===== config.mk =====
export PLATFORM = sky130hd
export DESIGN_NAME = assoc_cache_system
export DESIGN_NICKNAME = d
export VERILOG_FILES = /design/src/rtl/assoc_cache_system_pkg.sv /design/src/rtl/cache_way_array.sv /design/src/rtl/assoc_cache_system.sv
export SDC_FILE = /design/constraint.sdc
export NUM_CORES = 2
export LEC_CHECK = 0
export BUFFER_PORTS_ARGS = -buffer_cell sky130_fd_sc_hd__clkbuf_2
export CAP_MARGIN = 15
export CORE_MARGIN = 2
export CORE_UTILIZATION = 40
export DETAILED_ROUTE_END_ITERATION = 12
export GPL_TIMING_DRIVEN = 0
export PLACE_DENSITY = 0.66
export SLEW_MARGIN = 20
export SYNTH_ARGS = -nofsm -noshare
export SYNTH_HDL_FRONTEND = slang
export SYNTH_SLANG_ARGS = --single-unit

===== constraint.sdc =====
create_clock -name clk -period 3.85 [get_ports clk]
set_input_delay 0.385 -clock clk [delete_from_list [all_inputs] [get_ports clk]]
set_output_delay 0.385 -clock clk [all_outputs]
set_load 0.005 [all_outputs]

===== src/rtl/assoc_cache_system_pkg.sv =====
// Shared types and address-field helpers for the set-associative write-through cache.
package assoc_cache_system_pkg;

  typedef enum logic {
    IDLE = 1'b0,
    FILL = 1'b1
  } cache_state_e;

  function automatic int off_w(input int block_words);
    return $clog2(block_words);
  endfunction

  function automatic int idx_w(input int sets);
    return $clog2(sets);
  endfunction

  // Bit 0 is the byte select; everything above offset and index is tag.
  function automatic int tag_w(input int awidth, input int block_words, input int sets);
    return awidth - 1 - off_w(block_words) - idx_w(sets);
  endfunction

  localparam int OFF_W = off_w(8);
  localparam int IDX_W = idx_w(8);
  localparam int TAG_W = tag_w(16, 8, 8);

  function automatic logic [31:0] addr_offset(input logic [31:0] addr, input int ow);
    return (addr >> 1) & ((32'd1 << ow) - 32'd1);
  endfunction

  function automatic logic [31:0] addr_index(input logic [31:0] addr, input int ow, input int iw);
    return (addr >> (1 + ow)) & ((32'd1 << iw) - 32'd1);
  endfunction

  function automatic logic [31:0] addr_tag(input logic [31:0] addr, input int ow, input int iw);
    return addr >> (1 + ow + iw);
  endfunction

endpackage


===== src/rtl/cache_way_array.sv =====
// One cache way: tag, valid and data storage with a combinational lookup port
// and a single write port (data word write plus tag/valid install).
module cache_way_array
  import assoc_cache_system_pkg::*;
#(
  parameter int DWIDTH   = 16,
  parameter int TAG_BITS = TAG_W,
  parameter int IDX_BITS = IDX_W,
  parameter int OFF_BITS = OFF_W
) (
  input  logic                clk,
  input  logic                rst,
  input  logic [IDX_BITS-1:0] lk_idx,
  input  logic [OFF_BITS-1:0] lk_off,
  input  logic [TAG_BITS-1:0] lk_tag,
  output logic                hit,
  output logic                vld,
  output logic [DWIDTH-1:0]   rdata,
  input  logic                wr_en,
  input  logic [IDX_BITS-1:0] wr_idx,
  input  logic [OFF_BITS-1:0] wr_off,
  input  logic [DWIDTH-1:0]   wr_data,
  input  logic                tag_wr,
  input  logic [TAG_BITS-1:0] tag_val
);

  localparam int NSETS  = 1 << IDX_BITS;
  localparam int NWORDS = NSETS << OFF_BITS;

  logic [DWIDTH-1:0]   data_mem [NWORDS];
  logic [TAG_BITS-1:0] tag_mem  [NSETS];
  logic [NSETS-1:0]    valid_q;

  // Data and tags are left unreset; only the valid bits gate a hit.
  always_ff @(posedge clk) begin
    if (wr_en)  data_mem[{wr_idx, wr_off}] <= wr_data;
    if (tag_wr) tag_mem[wr_idx] <= tag_val;
  end

  always_ff @(posedge clk or negedge rst) begin
    if (!rst)        valid_q <= '0;
    else if (tag_wr) valid_q[wr_idx] <= 1'b1;
  end

  assign vld   = valid_q[lk_idx];
  assign hit   = vld && (tag_mem[lk_idx] == lk_tag);
  assign rdata = data_mem[{lk_idx, lk_off}];

endmodule


===== src/rtl/assoc_cache_system.sv =====
// Set-associative write-through, no-write-allocate cache with a block-fill FSM.
// Memory port: a request transfers on any cycle where mem_req_valid && mem_req_ready; responses arrive in order.
module assoc_cache_system
  import assoc_cache_system_pkg::*;
#(
  parameter int DWIDTH      = 16,
  parameter int AWIDTH      = 16,
  parameter int SETS        = 8,
  parameter int WAYS        = 2,
  parameter int BLOCK_WORDS = 8
) (
  input  logic              clk,
  input  logic              rst,
  input  logic              mem_en,
  input  logic              mem_read,
  input  logic              mem_write,
  input  logic [AWIDTH-1:0] addr_in,
  input  logic [DWIDTH-1:0] data_in,
  output logic [DWIDTH-1:0] data_out,
  output logic              cache_miss_stall,
  output logic              mem_req_valid,
  output logic              mem_req_write,
  output logic [AWIDTH-1:0] mem_req_addr,
  output logic [DWIDTH-1:0] mem_req_wdata,
  input  logic              mem_req_ready,
  input  logic              mem_rsp_valid,
  input  logic [DWIDTH-1:0] mem_rsp_data
);

  localparam int OFF_BITS = off_w(BLOCK_WORDS);
  localparam int IDX_BITS = idx_w(SETS);
  localparam int TAG_BITS = tag_w(AWIDTH, BLOCK_WORDS, SETS);

  logic [OFF_BITS-1:0] acc_off;
  logic [IDX_BITS-1:0] acc_idx;
  logic [TAG_BITS-1:0] acc_tag;

  assign acc_off = OFF_BITS'(addr_offset(32'(addr_in), OFF_BITS));
  assign acc_idx = IDX_BITS'(addr_index(32'(addr_in), OFF_BITS, IDX_BITS));
  assign acc_tag = TAG_BITS'(addr_tag(32'(addr_in), OFF_BITS, IDX_BITS));

  cache_state_e        state_q, state_d;
  logic [OFF_BITS:0]   req_cnt_q;
  logic [OFF_BITS-1:0] rsp_cnt_q;
  logic                victim_q, victim_sel;
  logic [IDX_BITS-1:0] fill_idx_q;
  logic [TAG_BITS-1:0] fill_tag_q;
  logic                start_fill;

  logic [WAYS-1:0]     way_hit, way_vld, way_wr_en, way_tag_wr;
  logic [DWIDTH-1:0]   way_rdata [WAYS];
  logic [IDX_BITS-1:0] wr_idx;
  logic [OFF_BITS-1:0] wr_off;
  logic [DWIDTH-1:0]   wr_data;
  logic                hit_any, hit_way;

  logic                lru_cur, lru_upd, lru_val;
  logic [IDX_BITS-1:0] lru_idx;

  for (genvar w = 0; w < WAYS; w++) begin : g_way
    cache_way_array #(
      .DWIDTH   (DWIDTH),
      .TAG_BITS (TAG_BITS),
      .IDX_BITS (IDX_BITS),
      .OFF_BITS (OFF_BITS)
    ) u_way (
      .clk     (clk),
      .rst     (rst),
      .lk_idx  (acc_idx),
      .lk_off  (acc_off),
      .lk_tag  (acc_tag),
      .hit     (way_hit[w]),
      .vld     (way_vld[w]),
      .rdata   (way_rdata[w]),
      .wr_en   (way_wr_en[w]),
      .wr_idx  (wr_idx),
      .wr_off  (wr_off),
      .wr_data (wr_data),
      .tag_wr  (way_tag_wr[w]),
      .tag_val (fill_tag_q)
    );
  end

  // Per-set bit naming the least recently used way; absent when direct-mapped.
  if (WAYS == 2) begin : g_lru
    logic [SETS-1:0] lru_q;
    always_ff @(posedge clk or negedge rst) begin
      if (!rst)         lru_q <= '0;
      else if (lru_upd) lru_q[lru_idx] <= lru_val;
    end
    assign lru_cur = lru_q[acc_idx];
  end else begin : g_no_lru
    assign lru_cur = 1'b0;
  end

  always_comb begin
    hit_way = 1'b0;
    for (int i = 0; i < WAYS; i++) begin
      if (way_hit[i]) hit_way = 1'(i);
    end
  end

  assign hit_any    = |way_hit;
  assign victim_sel = !way_vld[0] ? 1'b0 :
                      ((WAYS == 2) && !way_vld[WAYS-1]) ? 1'b1 : lru_cur;

  always_comb begin
    state_d          = state_q;
    data_out         = '0;
    cache_miss_stall = 1'b0;
    mem_req_valid    = 1'b0;
    mem_req_write    = 1'b0;
    mem_req_addr     = '0;
    mem_req_wdata    = '0;
    way_wr_en        = '0;
    way_tag_wr       = '0;
    wr_idx           = acc_idx;
    wr_off           = acc_off;
    wr_data          = data_in;
    lru_upd          = 1'b0;
    lru_idx          = acc_idx;
    lru_val          = ~hit_way;
    start_fill       = 1'b0;
    // Outputs are forced low for as long as reset is held.
    if (rst) begin
      case (state_q)
        IDLE: begin
          if (mem_en && mem_write) begin
            mem_req_valid    = 1'b1;
            mem_req_write    = 1'b1;
            mem_req_addr     = {addr_in[AWIDTH-1:1], 1'b0};
            mem_req_wdata    = data_in;
            cache_miss_stall = !mem_req_ready;
            if (mem_req_ready && hit_any) begin
              way_wr_en[hit_way] = 1'b1;
              lru_upd            = 1'b1;
            end
          end else if (mem_en && mem_read) begin
            if (hit_any) begin
              data_out = way_rdata[hit_way];
              lru_upd  = 1'b1;
            end else begin
              cache_miss_stall = 1'b1;
              start_fill       = 1'b1;
              state_d          = FILL;
            end
          end
        end
        FILL: begin
          cache_miss_stall = 1'b1;
          mem_req_valid    = !req_cnt_q[OFF_BITS];
          mem_req_addr     = {fill_tag_q, fill_idx_q, req_cnt_q[OFF_BITS-1:0], 1'b0};
          wr_idx           = fill_idx_q;
          wr_off           = rsp_cnt_q;
          wr_data          = mem_rsp_data;
          if (mem_rsp_valid) begin
            way_wr_en[victim_q] = 1'b1;
            if (&rsp_cnt_q) begin
              way_tag_wr[victim_q] = 1'b1;
              lru_upd              = 1'b1;
              lru_idx              = fill_idx_q;
              lru_val              = ~victim_q;
              state_d              = IDLE;
            end
          end
        end
        default: ;
      endcase
    end
  end

  // The fill target is latched so the block completes even if the requester lets go.
  always_ff @(posedge clk or negedge rst) begin
    if (!rst) begin
      state_q    <= IDLE;
      req_cnt_q  <= '0;
      rsp_cnt_q  <= '0;
      victim_q   <= 1'b0;
      fill_idx_q <= '0;
      fill_tag_q <= '0;
    end else begin
      state_q <= state_d;
      if (start_fill) begin
        req_cnt_q  <= '0;
        rsp_cnt_q  <= '0;
        victim_q   <= victim_sel;
        fill_idx_q <= acc_idx;
        fill_tag_q <= acc_tag;
      end else if (state_q == FILL) begin
        if (mem_req_valid && mem_req_ready) req_cnt_q <= req_cnt_q + 1'b1;
        if (mem_rsp_valid)                  rsp_cnt_q <= rsp_cnt_q + 1'b1;
      end
    end
  end

endmodule


* Word-level counts from Yosys, hierarchy flattened
Memories as Yosys holds them, arrays and structs flattened.
Cells that the tools add are included.
** Word-level totals
- Register bits after elaboration :: 45
- RAM bits :: 2192
- Output and inout bits :: 51
- Word-level logic and storage cells :: 145
- Memories :: 4
** Operators by class
- Add/subtract/negate cells :: 2
- $lt $le $gt $ge :: 10
- Equality and inequality tests :: 2
- Muxes and demuxes :: 93
- Bitwise logic cells :: 6
- Reduce and logical (&&, ||, !) cells :: 19
** Memory list
- g_way[0].u_way.data_mem :: depth 64, bits a word 16, read ports 1, clocked after Yosys merged registers in 0, wr ports 1, line cache_way_array.sv:30 : logic [DWIDTH-1:0] data_mem [NWORDS];
- g_way[1].u_way.data_mem :: depth 64, bits a word 16, read ports 1, clocked after Yosys merged registers in 0, wr ports 1, line cache_way_array.sv:30
- g_way[0].u_way.tag_mem :: depth 8, bits a word 9, read ports 1, clocked after Yosys merged registers in 0, wr ports 1, line cache_way_array.sv:31 : logic [TAG_BITS-1:0] tag_mem [NSETS];
- g_way[1].u_way.tag_mem :: depth 8, bits a word 9, read ports 1, clocked after Yosys merged registers in 0, wr ports 1, line cache_way_array.sv:31
** Operator list (number)
- $mux 16 :: 15
- $mux 1 :: 42
- $mux 3 :: 11
- $pmux 16 s2 :: 1
- $eq 9x9->1 :: 2
- $mux 2 :: 8
- $or 8x8->8 :: 2
- $lt 3x4->1 const B :: 3
- $mux 4 :: 3
- $logic_and 1x1->1 :: 10
- $bmux 1 s3 :: 3
- $bwmux 8 :: 1
- $pmux 1 s2 :: 4
- $demux 1 s3 :: 2
- $ge 3x1->1 const B :: 2
- $reduce_bool 2->1 :: 3
- $add 4x1->4 const B :: 1
- $lt 1x2->1 const B :: 2
- $pmux 2 s2 :: 1
- $reduce_and 2->1 :: 2
- $add 3x1->3 const B :: 1
- $not 1->1 :: 3
- $reduce_and 3->1 :: 1
- $demux 1 s1 :: 2
- 5 further kinds :: 7

* Longest topological paths before layout
- Depth after elaboration :: 14
- Depth in mapped cells :: 15
- Gate-level depth less buffers :: 9

* By module
A second synthesis with hierarchy kept.
** Unflattened totals
- Cells, all modules :: 3928
- Area, all modules :: 87400.1 um^2
** By module, submodules not included
- cache_way_array (g_way[1].u_way) :: times used 1, cells an instance 1817, area each 42637.1 um^2, seq. area each 33111.8 um^2
- cache_way_array (g_way[0].u_way) :: times used 1, cells an instance 1825, area each 42375.6 um^2, seq. area each 33111.8 um^2
- assoc_cache_system :: times used 1, cells an instance 286, area each 2387.3 um^2, seq. area each 725.7 um^2

* Worst setup path before layout
Ideal clock, no wire load.
- Kind :: input-to-reg
- Start point :: input port addr_in[4]
- End point :: memory g_way[1].u_way.data_mem[22][0] (enable)
- Data arrival time :: 3.435 ns
- Setup slack :: 0.027 ns
- Cell stages on the path :: 14
- Path through :: buf_6 buf_8 buf_8 mux4_2 mux2i_1 xnor2_1 nor2_2 and4_1 and2_1 buf_6 buf_12 a31o_4 nand4_4 nor2_1
** On the way
- Word-level cells in the longest chain between the ends :: 14
** Ends and longest elaborated chain
- from (decl) :: line assoc_cache_system.sv:17 : input logic [AWIDTH-1:0] addr_in,
- $mem_v2 8x9 / $bmux 1 s3 (equally long branches)
- $eq 9x9->1 / $mux 1 (equally long branches) :: line cache_way_array.sv:46, cache_way_array.sv:45
- $logic_and 1x1->1 :: line cache_way_array.sv:46 : assign hit = vld && (tag_mem[lk_idx] == lk_tag);
- $mux 1 :: line assoc_cache_system.sv:99 : if (way_hit[i]) hit_way = 1'(i);
- $lt 1x2->1 (implied by the code) / $ge 1x1->1 (equally long branches) :: line assoc_cache_system.sv:135 : way_wr_en[hit_way] = 1'b1;
- $logic_and 1x1->1 (implied by the code) :: line assoc_cache_system.sv:135
- $mux 1 (implied by the code) :: line assoc_cache_system.sv:135
- $demux 1 s1 :: line assoc_cache_system.sv:135
- $mux 2 :: line assoc_cache_system.sv:134 : if (mem_req_ready && hit_any) begin
- $mux 2 :: line assoc_cache_system.sv:128 : if (mem_en && mem_write) begin
- $pmux 2 s2 :: line assoc_cache_system.sv:126 : case (state_q)
- $mux 2 :: line assoc_cache_system.sv:125 : if (rst) begin
- $mux 1 :: line cache_way_array.sv:36 : if (wr_en) data_mem[{wr_idx, wr_off}] <= wr_data;
- $mux 1 (implied by the code) :: line cache_way_array.sv:36
- to (decl) :: line cache_way_array.sv:30
Parallel ways exist; a longest one is shown, timed or not. The select of a mux whose other input is x is not followed.

* Worst setup path after layout
- Start point :: input port addr_in[5]
- End point :: output port data_out[8]
** On the way
- Word-level cells in the longest chain between the ends :: 13
** Ends and longest elaborated chain
- $mem_v2 8x9 / $bmux 1 s3 (equally long branches)
- $eq 9x9->1 / $mux 1 (equally long branches) :: line cache_way_array.sv:46, cache_way_array.sv:45
- $logic_and 1x1->1 :: line cache_way_array.sv:46
- $mux 1 :: line assoc_cache_system.sv:99
- $not 1->2 (implied by the code) :: line assoc_cache_system.sv:140 : data_out = way_rdata[hit_way];
- $mux 16 (implied by the code) (3 in series) :: line assoc_cache_system.sv:140
- $mux 16 (*) :: line assoc_cache_system.sv:139 : if (hit_any) begin
- $mux 16 (*) :: line assoc_cache_system.sv:138 : end else if (mem_en && mem_read) begin
- $mux 16 (*) :: line assoc_cache_system.sv:128
- $mux 16 (*) :: line assoc_cache_system.sv:126
- $mux 16 (*) :: line assoc_cache_system.sv:125
- to (decl) :: line assoc_cache_system.sv:19 : output logic [DWIDTH-1:0] data_out,
Mark *: on every way between the ends. The rest lies on a longest branch, timed or not. The select of a mux whose other input is x is not followed.

==> results.txt <==
Final period util: 1.159
crit-path cells: clkbuf_2 > buf_2 > buf_2 > clkbuf_1 > clkbuf_1 > mux4_2 > mux2i_2 > nor2_1 > clkbuf_2
final hold vios: 0
final setup fails: 29
Inst Count DP: 6,787
first-pass GRT wire length: 331,000 um
register area: 66,950 um^2
Total GRT Usage: 0.2130
cell family contributing the most delay on the critical path: buffers and inverters
max-cap viol count: 0
synthesized area: 86,920 um^2
Core Rows: 171
xor-xnor portion of the synthesized cell area: 0.001713
Clock Sinks: 2,237
CTS max path bufs: 3
clk root buf: clkbuf_16
via count: 43,580
met1 Usage GRT: 0.2849
critical path startpoint category: primary input
mux contribution to synthesized area: 0.1899
worst path required time: 3.46 ns
largest family of logic cells by synthesized area: multiplexers
post-layout net count: 4,393
leak pwr: 33.15 nW
layout cells sized above 1: 0.4055
Adder-Cell Fraction of Synth Area: 0.0004318
post-synthesis simple-gate area fraction: 0.02133
DRT iter0 DRCs: 6,580
initial antenna violation count: 16
number of global-route vias before repair: 42,906
post-DP HPWL: 161,400 um
compound-gate portion of the synthesized area: 0.006434
largest net degree at the start of global routing: 77
post-synthesis instance total: 3,705
Slowest cell on crit path: clkbuf_1
Via density: 5.900
multi-input logic area: 20,760 um^2
Fmax achieved: 224.2 MHz
clock slew at reported path FFs: 0.06 ns
CTS tree: done
H-tree levels: 4
Placement Setup Slack: -1.620 ns
fraction of registers with async set/reset: 0.02012
Die Height: 470.2 um
global route overflow: 0
failing checks: negative setup slack
drt drc: 0
Syn Area/Cell: 23.46 um^2
WL/cell: 32.31 um
gr busiest metal: met2
RSZ-0062 raised after global routing: true
Synth Warn #: 0
Tmin final: 4.460 ns
flops & latches, synth: 2,237
maximum vdd drop: 0.0004758 V
Syn Nets: 3,763
Worst setup EP type: primary output
fin. max-slew vios: 0
Slew HR: 0.2535
Post-synth top cells: edfxtp_1 (2,192), mux4_2 (686), nor2_1 (172), clkbuf_1 (114), nand2_1 (94)
1st-pass router iterations: 7
final std cells w/o fill: 7,386
Placer Congestion: 0.8703
CORE AREA: 216,500 um^2
power density over the cells: 543.1 nW/um^2
top cell type by total area after synthesis: edfxtp_1
met2 Resource Use GR: 0.3400
Arr. time, crit path: 4.08 ns
Area contributors post-synth: edfxtp_1 (76%), mux4_2 (18%), dfrtp_1 (1.3%)
skew final: 0.07150 ns
Routed Wire Length: 238,700 um
crit path kind: in -> out
Slew @ Worst Pin: 1.120 ns
Fillers: 16,924
Initial Util: 0.4015
die width: 470.2 um
die area: 221,100 um^2
worst min path class: in -> reg
clock latency on the worst-skew pair: 0.89 ns
status: finished with violations
Port Buffers: 98
count leader, synth: edfxtp_1
sequential fraction of the synthesis area: 0.7702
Yosys cell types: 58
io pins: 106
slowest stage delay, CP: 0.81 ns
total CTS buffers: 215
WP buf/inv: 6
share of the synthesized area in the top cell type: 0.7572
met3 Resource Use GR: 0.05028
Post-synth EDFFs: 2,192
crit path max fanout: 10
area grow syn2layout: 19.97%
final setup margin: -0.6104 ns
Primary FF master, synth: edfxtp_1
number of antenna-violating nets in the routed design: 0
-- state kept, by name, indices dropped and copies added, names as in the netlist --
name	count
state_q	1
fill_tag_q	9
g_lru.lru_q	8
g_way.u_way.valid_q	16
victim_q	1
rsp_cnt_q	3
fill_idx_q	3
g_way.u_way.data_mem	2048
req_cnt_q	4
g_way.u_way.tag_mem	144
-- cell families (layout without fill, tap and decap cells) --
family                     after synthesis  in the layout
buffers and inverters                  202           1022
and+or+nand+nor                        384            384
adders and majority gates                3              3
DFF                                   2237           2237
muxes                                  787            787
AOI/OAI and AO/OA                       74             74
other                                    1              8
xor gates and xnor gates                17             17
-- tightest hold or removal path, stage by stage --
cell,delay [ns]
clkbuf_2,0.08
nand2_1,0.08
nand2_4,0.18
-- cells in the final DEF (no fill, tap or decap), types with 10 or more instances in the layout --
master         count
mux4_2           686
clkbuf_1          81
nand2_1           64
edfxtp_1        2192
bufinv_16         25
buf_4            153
mux2i_1           46
buf_2             24
clkbuf_4          19
nor2_2            23
mux2i_4           15
a22oi_1           10
mux2_2            27
dfrtp_1           45
a22o_1            17
buf_16            17
nand2_4           22
buf_12            63
and3_1            19
clkinv_1          56
clkinvlp_4        11
clkinv_2          40
buf_8             45
buf_6             66
nor2_1            19
clkbuf_16        216
xnor2_1           14
clkbuf_2         152
nor2_4           131
or2_2             18
nand3_4           10
dlygate4sd3_1     13
clkinv_16         10
-- final timing paths --
kind                                                   startpoint                                  endpoint  slack [ns]  cells after the start
setup / recovery                                       addr_in[5]                               data_out[8]       -0.61                      9
hold / removal                                    mem_rsp_data[9]  g_way[1].u_way.data_mem[60][9]$_DFFE_PP_        0.06                      3
max in group asynchronous                                     rst     g_way[0].u_way.valid_q[2]$_DFFE_PN0P_        3.48                      3
setup reg to reg           g_way[1].u_way.tag_mem[7][0]$_DFFE_PP_  g_way[1].u_way.data_mem[40][6]$_DFFE_PP_       -0.02                     13
hold reg to reg             g_way[1].u_way.valid_q[6]$_DFFE_PN0P_     g_way[1].u_way.valid_q[6]$_DFFE_PN0P_        0.47                      1
min in group asynchronous                                     rst                g_lru.lru_q[2]$_DFFE_PN0P_        0.09                      3
-- repair_timing --
action | 4_1_cts | 5_1_grt
pin swaps | 70 | 36
hold buffers | 14 | 0
setup endpoints to repair | 1829 | 1438
endpoints found under the hold margin | 65 | 0
gates cloned | 2 | 2
gates resized for setup | 347 | 78
buffers inserted | 116 | 53
-- power by group --
part	internal (W)	switching (W)
registers	0.0287	0.000437
logic	0.00179	0.00438
clock network	0.0121	0.00929
total	0.0425	0.0141
-- routing by layer --
layer,vias up,part of all wire
met4,10,0.042
met3,444,0.11
met5,-,0.00026
met1,23393,0.37
li1,17152,-
met2,2581,0.48
-- area by class of cell --
cell class,instances,share of cell area
Clock inverter,148,0.01553
Buffer,194,0.01137
Inverter,6,0.0002160
Timing Repair Buffer,415,0.04391
Sequential cell,2237,0.6420
Tap cell,2854,0.03424
Clock buffer,259,0.05347
Multi-Input combinational cell,1266,0.1991
Antenna cell,7,0.0001680
-- per-stage QoR --
stage	setup TNS (ns)	util	total power [W]	area, um^2	hold slack (ns)
floorplan	0	-	0.03232	86920	0.08941
finish	-8.408	0.4816	0.05663	104300	0.05679
CTS	-10.86	0.4775	0.05664	103400	0.002231
global placement	-	0.4202	0.03513	90990	0.4468
detailed placement	-2508.24	0.4326	0.03534	93660	0.4495
global route	-14.04	0.4816	0.05803	104300	0.04076
No activity file was read; power rests on OpenSTA's default activity.
